$ cat src/rtl/dtc_pkg.sv
// Shared types, sizing and phase-wrap helper for the DTC phase generator.
package dtc_pkg;

    localparam int DTC_NBIT = 4;
    localparam int DTC_DIV  = 32;
    localparam int CNTW     = $clog2(DTC_DIV);

    typedef enum logic [1:0] {
        IDLE  = 2'd0,
        RUN   = 2'd1,
        DRAIN = 2'd2
    } state_t;

    // div is a power of two, so masking the two's-complement code gives code mod div.
    function automatic logic [31:0] wrap_phase(input int code, input int div);
        return 32'(code & (div - 1));
    endfunction

endpackage

$ cat src/rtl/dtc_period_cnt.sv
// Period counter for the DTC: counts while active, held at zero when idle, flags the last cycle.
module dtc_period_cnt
    import dtc_pkg::*;
#(
    parameter int DIV = DTC_DIV,
    parameter int CW  = CNTW
) (
    input  logic          clk,
    input  logic          rst,
    input  logic          active,
    output logic [CW-1:0] cnt,
    output logic [CW-1:0] cnt_nxt,
    output logic          last
);

    // DIV is a power of two, so the natural CW-bit rollover is the DIV-1 -> 0 wrap.
    always_comb begin
        cnt_nxt = active ? cnt + 1'b1 : '0;
    end

    assign last = (cnt == CW'(DIV - 1));

    always_ff @(posedge clk) begin
        if (rst) begin
            cnt <= '0;
        end else begin
            cnt <= cnt_nxt;
        end
    end

endmodule

$ cat src/rtl/dtc_phase_gen.sv
// DTC phase generator: reference and code-delayed feedback clocks divided from the fast clock.
// Optional slew limiting of the applied phase is enabled with DTC_SLEW_LIMIT_EN.
//
// state | meaning
// IDLE  | outputs low, counter held at 0
// RUN   | generating clocks, code_ready strobes on the last cycle of each period
// DRAIN | finishing the current period after en dropped, no codes accepted
module dtc_phase_gen
    import dtc_pkg::*;
#(
    parameter int Nbit = DTC_NBIT,
    parameter int DIV  = DTC_DIV,
    parameter int HALF = DIV / 2
) (
    input  logic                   clk,
    input  logic                   rst,
    input  logic                   en,
    input  logic signed [Nbit-1:0] code_in,
    input  logic                   code_valid,
    output logic                   code_ready,
    output logic                   clk_ref_out,
    output logic                   clk_fb_out,
    output logic signed [Nbit-1:0] phase_cur
);

    localparam int CW = $clog2(DIV);

    state_t                 state;
    state_t                 state_nxt;
    logic [CW-1:0]          cnt;
    logic [CW-1:0]          cnt_nxt;
    logic [CW-1:0]          p_nxt;
    logic [CW-1:0]          fb_diff;
    logic                   last;
    logic                   active;
    logic                   run_nxt;
    logic                   xfer;
    logic signed [Nbit-1:0] phase_nxt;

    assign active = (state != IDLE);
    assign xfer   = code_valid && code_ready;

    dtc_period_cnt #(
        .DIV (DIV),
        .CW  (CW)
    ) u_cnt (
        .clk     (clk),
        .rst     (rst),
        .active  (active),
        .cnt     (cnt),
        .cnt_nxt (cnt_nxt),
        .last    (last)
    );

    // A stop requested on the last cycle of a period ends it immediately; no extra period is drained.
    always_comb begin
        state_nxt = state;
        case (state)
            IDLE: begin
                if (en) begin
                    state_nxt = RUN;
                end
            end
            RUN: begin
                if (last) begin
                    state_nxt = en ? RUN : IDLE;
                end else if (!en) begin
                    state_nxt = DRAIN;
                end
            end
            DRAIN: begin
                if (last) begin
                    state_nxt = en ? RUN : IDLE;
                end
            end
            default: state_nxt = IDLE;
        endcase
    end

`ifdef DTC_SLEW_LIMIT_EN
    logic signed [Nbit-1:0] code_tgt;
    logic signed [Nbit-1:0] tgt_eff;

    always_comb begin
        tgt_eff   = xfer ? code_in : code_tgt;
        phase_nxt = phase_cur;
        if (active && last) begin
            if (tgt_eff > phase_cur) begin
                phase_nxt = phase_cur + Nbit'(1);
            end else if (tgt_eff < phase_cur) begin
                phase_nxt = phase_cur - Nbit'(1);
            end
        end
    end

    always_ff @(posedge clk) begin
        if (rst) begin
            code_tgt <= '0;
        end else if (xfer) begin
            code_tgt <= code_in;
        end
    end
`else
    always_comb begin
        phase_nxt = phase_cur;
        if (xfer) begin
            phase_nxt = code_in;
        end
    end
`endif

    // Outputs are computed from next-cycle state so they line up with state/cnt and stay glitch-free.
    always_comb begin
        run_nxt = (state_nxt != IDLE);
        p_nxt   = CW'(wrap_phase(int'(phase_nxt), DIV));
        fb_diff = cnt_nxt - p_nxt;
    end

    always_ff @(posedge clk) begin
        if (rst) begin
            state       <= IDLE;
            phase_cur   <= '0;
            clk_ref_out <= 1'b0;
            clk_fb_out  <= 1'b0;
            code_ready  <= 1'b0;
        end else begin
            state       <= state_nxt;
            phase_cur   <= phase_nxt;
            clk_ref_out <= run_nxt && (cnt_nxt < CW'(HALF));
            clk_fb_out  <= run_nxt && (fb_diff < CW'(HALF));
            code_ready  <= (state_nxt == RUN) && (cnt_nxt == CW'(DIV - 1));
        end
    end

endmodule
$ cat config.mk
export PLATFORM = sky130hd
export DESIGN_NAME = dtc_phase_gen
export DESIGN_NICKNAME = d
export VERILOG_FILES = /design/src/rtl/dtc_pkg.sv /design/src/rtl/dtc_period_cnt.sv /design/src/rtl/dtc_phase_gen.sv
export SDC_FILE = /design/constraint.sdc
export NUM_CORES = 1
export LEC_CHECK = 0
export BUFFER_PORTS_ARGS = -buffer_cell sky130_fd_sc_hd__buf_2
export CORE_UTILIZATION = 50
export CTS_CLUSTER_DIAMETER = 30
export DETAILED_ROUTE_END_ITERATION = 12
export GPL_ROUTABILITY_DRIVEN = 1
export HOLD_SLACK_MARGIN = 0.02
export PLACE_DENSITY = 0.76
export SYNTH_ARGS = -nofsm -noshare
export SYNTH_HDL_FRONTEND = slang
export SYNTH_SLANG_ARGS = --single-unit
$ cat constraint.sdc
create_clock -name clk -period 2.3 [get_ports clk]
set_input_delay 0.115 -clock clk [delete_from_list [all_inputs] [get_ports clk]]
set_output_delay 0.115 -clock clk [all_outputs]
set_load 0.1 [all_outputs]
==> flow_metrics.env <==
export IMPL_run_status="finished, final reports clean"
export IMPL_wire_per_inst_um=11.3
export IMPL_ir_drop_mv=0.410
export IMPL_viasPerCell=5.19
export IMPL_numCtsBuffers=3
export IMPL_gp_congestion=0.706
export IMPL_initial_core_util_pct=56.6
export IMPL_worst_path_buf_inv=0
export IMPL_mappedNetlistArea_um2=654
export IMPL_yosysSeqAreaShare_pct=42.8
export IMPL_yosys_warnings=0
export IMPL_io_buffer_count=14
export IMPL_slowest_stage="dfxtp_1"
export IMPL_antenna_found_initial=0
export IMPL_grt_max_degree=12
export IMPL_place_ws_ns=0.496
export IMPL_postCtsSetupRepairBufs=0
export IMPL_grt_setup_unrepaired="false"
export IMPL_slew_headroom_pct=67.4
export IMPL_synth_nets=77
export IMPL_fin_hold_ws_ns=0.0899
export IMPL_drc=0
export IMPL_htreeDepth=1
export IMPL_required_ns=2.47
export IMPL_vias=493
export IMPL_cts_resized=0
export IMPL_crit_fanout=5
export IMPL_placed_cells=91
export IMPL_syn_inst=64
export IMPL_hold_buffers=0
export IMPL_cap_viol_max_count=0
export IMPL_postRouteAntennaNets=0
export IMPL_reg2reg_from="u_cnt.cnt[0]"
export IMPL_dpl_cell_area_um2=739
export IMPL_grt_pass1_vias=422
export IMPL_clock_path_buffers=2
export IMPL_finalSetupViolCount=0
export IMPL_critPathLaunch="u_cnt.cnt[0]"
export IMPL_power_leakage_nw=0.378
export IMPL_row_count=12
export IMPL_crit_chain="ha_1 > xnor2_1 > nor2_1 > ha_1 > a21o_1 > a21oi_1 > and3_4 > nor3_2"
export IMPL_place_hpwl_um=850
export IMPL_num_io_pins=15
export IMPL_post_route_cell_area_um2=776
export IMPL_fin_nets=95
export IMPL_clkTransAtPathRegs_ns=0.09
export IMPL_grt_ovfl_total=0
export IMPL_cp_end_kind="register"
export IMPL_area_delta_synth_final_pct=18.5
export IMPL_min_path_type="input pin to register"
export IMPL_cts_sinks=14
export IMPL_maxSlewViolCount=0
export IMPL_finClkSkew_ns=0.00127
export IMPL_fin_crit_ns=1.81
export IMPL_cts_tree="yes"
export IMPL_path_delay_family="adder cells"
export IMPL_layout_setup_ws_ns=0.494
export IMPL_firstDrtPassIters=2
export IMPL_fin_cells=95
export IMPL_core_area_mm2=0.00116
export IMPL_period_share_pct=78.5
export IMPL_crit_type="register to register"
export IMPL_power_uw=491
export IMPL_root_buffer="clkbuf_4"
export IMPL_fmax_mhz=554
export IMPL_dieArea_mm2=0.00146
export IMPL_hold_path_startpoint="code_in[0]"
export IMPL_chipHeight_um=38.2
export IMPL_nFillCells=95
export IMPL_fin_util_pct=67.1
export IMPL_synth_cell_types=28
export IMPL_p_per_area_mw_per_mm2=633
export IMPL_die_w_um=38.2
export IMPL_grt_pass1_wl_um=1740
export IMPL_synth_avg_cell_area_um2=10.2
export IMPL_slowest_delay_ns=0.35
export IMPL_worstMarginPinSlew_ns=0.492
export IMPL_drt_wl_total_um=1070
export IMPL_crit_path_start_kind="register"
export IMPL_layout_drive_gt1_share_pct=32.1
export IMPL_diodes=0
export IMPL_grt_total_usage_pct=18.3
export IMPL_drt_initial_drc_count=4
export IMPL_insertion_delay_ns=0.28
export IMPL_arrival_ns=1.98
export IMPL_synth_seq_cells=14
export IMPL_tns_ns=0
export IMPL_finalHoldViolations=0
export IMPL_worst_path_most_repeated_cell="ha_1"
-- report_power, final --
part	switching, mW	internal (mW)	leakage (nW)
clock	0.0811	0.0963	0.0210
sequential	0.00534	0.249	0.114
combinational	0.0423	0.0171	0.242
total	0.129	0.362	0.378
-- cell usage in the layout (no fill, tap or decap) --
master and instances:
a21o_1 1, a21oi_1 4, and3_1 1, and3_4 1, and4_1 1, and4b_1 1
buf_2 14, clkbuf_4 3, clkbuf_8 1, dfxtp_1 13, dfxtp_2 1, ha_1 5
inv_1 1, inv_2 1, mux2i_1 4, mux2i_4 1, nand2_1 1, nand2_2 1
nand2b_1 1, nand3_1 1, nor2_1 8, nor2_4 1, nor2b_1 2, nor3_1 2
nor3_2 2, nor3b_1 3, o2111ai_1 1, o21ai_1 1, or2_1 1, xnor2_1 2
xor2_1 1
-- layer usage --
layer	global-route usage (%)	vias up	share of wire, %	wire length, um
met4	16.1	0	3.7	40
met1	21.9	213	47	508
met2	27.5	16	44	468
li1	-	260	-	-
met3	3.49	4	5.2	56
met5	0	-	0	0
-- synthesized netlist by cell type --
cell type / n / area (um^2)
dfxtp_1: 14 / 280
nor2_1: 8 / 30.0
ha_1: 5 / 62.6
a21oi_1: 4 / 20.0
mux2i_1: 4 / 40.0
nor3b_1: 3 / 22.5
nor2b_1: 2 / 12.5
nor3_1: 2 / 10.0
nor3_2: 2 / 20.0
xnor2_1: 2 / 17.5
a21o_1: 1 / 7.51
and3_1: 1 / 6.26
and3_4: 1 / 11.3
and4_1: 1 / 8.76
and4b_1: 1 / 10.0
clkbuf_1: 1 / 3.75
inv_1: 1 / 3.75
inv_2: 1 / 3.75
mux2i_4: 1 / 22.5
nand2_1: 1 / 3.75
nand2_2: 1 / 6.26
nand2b_1: 1 / 6.26
nand3_1: 1 / 5.00
nor2_4: 1 / 11.3
o2111ai_1: 1 / 8.76
o21ai_1: 1 / 5.00
or2_1: 1 / 6.26
xor2_1: 1 / 8.76
-- worst min-delay path: stages --
cell and delay [ns]:
buf_2 0.08, mux2i_1 0.07, nor2_1 0.08
-- state kept, by name (all words and copies together) (netlist names) --
signal / count
clk_ref_out: 1
code_ready: 1
state: 2
phase_cur: 4
clk_fb_out: 1
u_cnt.cnt: 5
-- cell families after synthesis --
kind of cell / synth area share, %
adders and majority gates: 9.56
xor gates and xnor gates: 4.02
DFF: 42.8
and+or+nand+nor: 26.0
muxes: 9.56
AOI/OAI and AO/OA: 6.31
buffers and inverters: 1.72
-- final timing paths --
path / depth (start not counted) / slack [ns] / endpoint
min reg2reg: 1 / 0.51 / u_cnt.cnt[0]
min: 3 / 0.09 / phase_cur[0]
max reg2reg: 8 / 0.49 / clk_fb_out
max: 8 / 0.49 / clk_fb_out
-- area by class of cell --
class / count / area, um^2 / share of cell area (%)
Timing Repair Buffer: 14 / 70.1 / 9.03
Inverter: 2 / 7.51 / 0.968
Multi-Input combinational cell: 47 / 363 / 46.8
Sequential cell: 14 / 282 / 36.3
Tap cell: 14 / 17.5 / 2.26
Clock buffer: 4 / 36.3 / 4.68
Note: power is estimated with default switching activity, not from simulation.
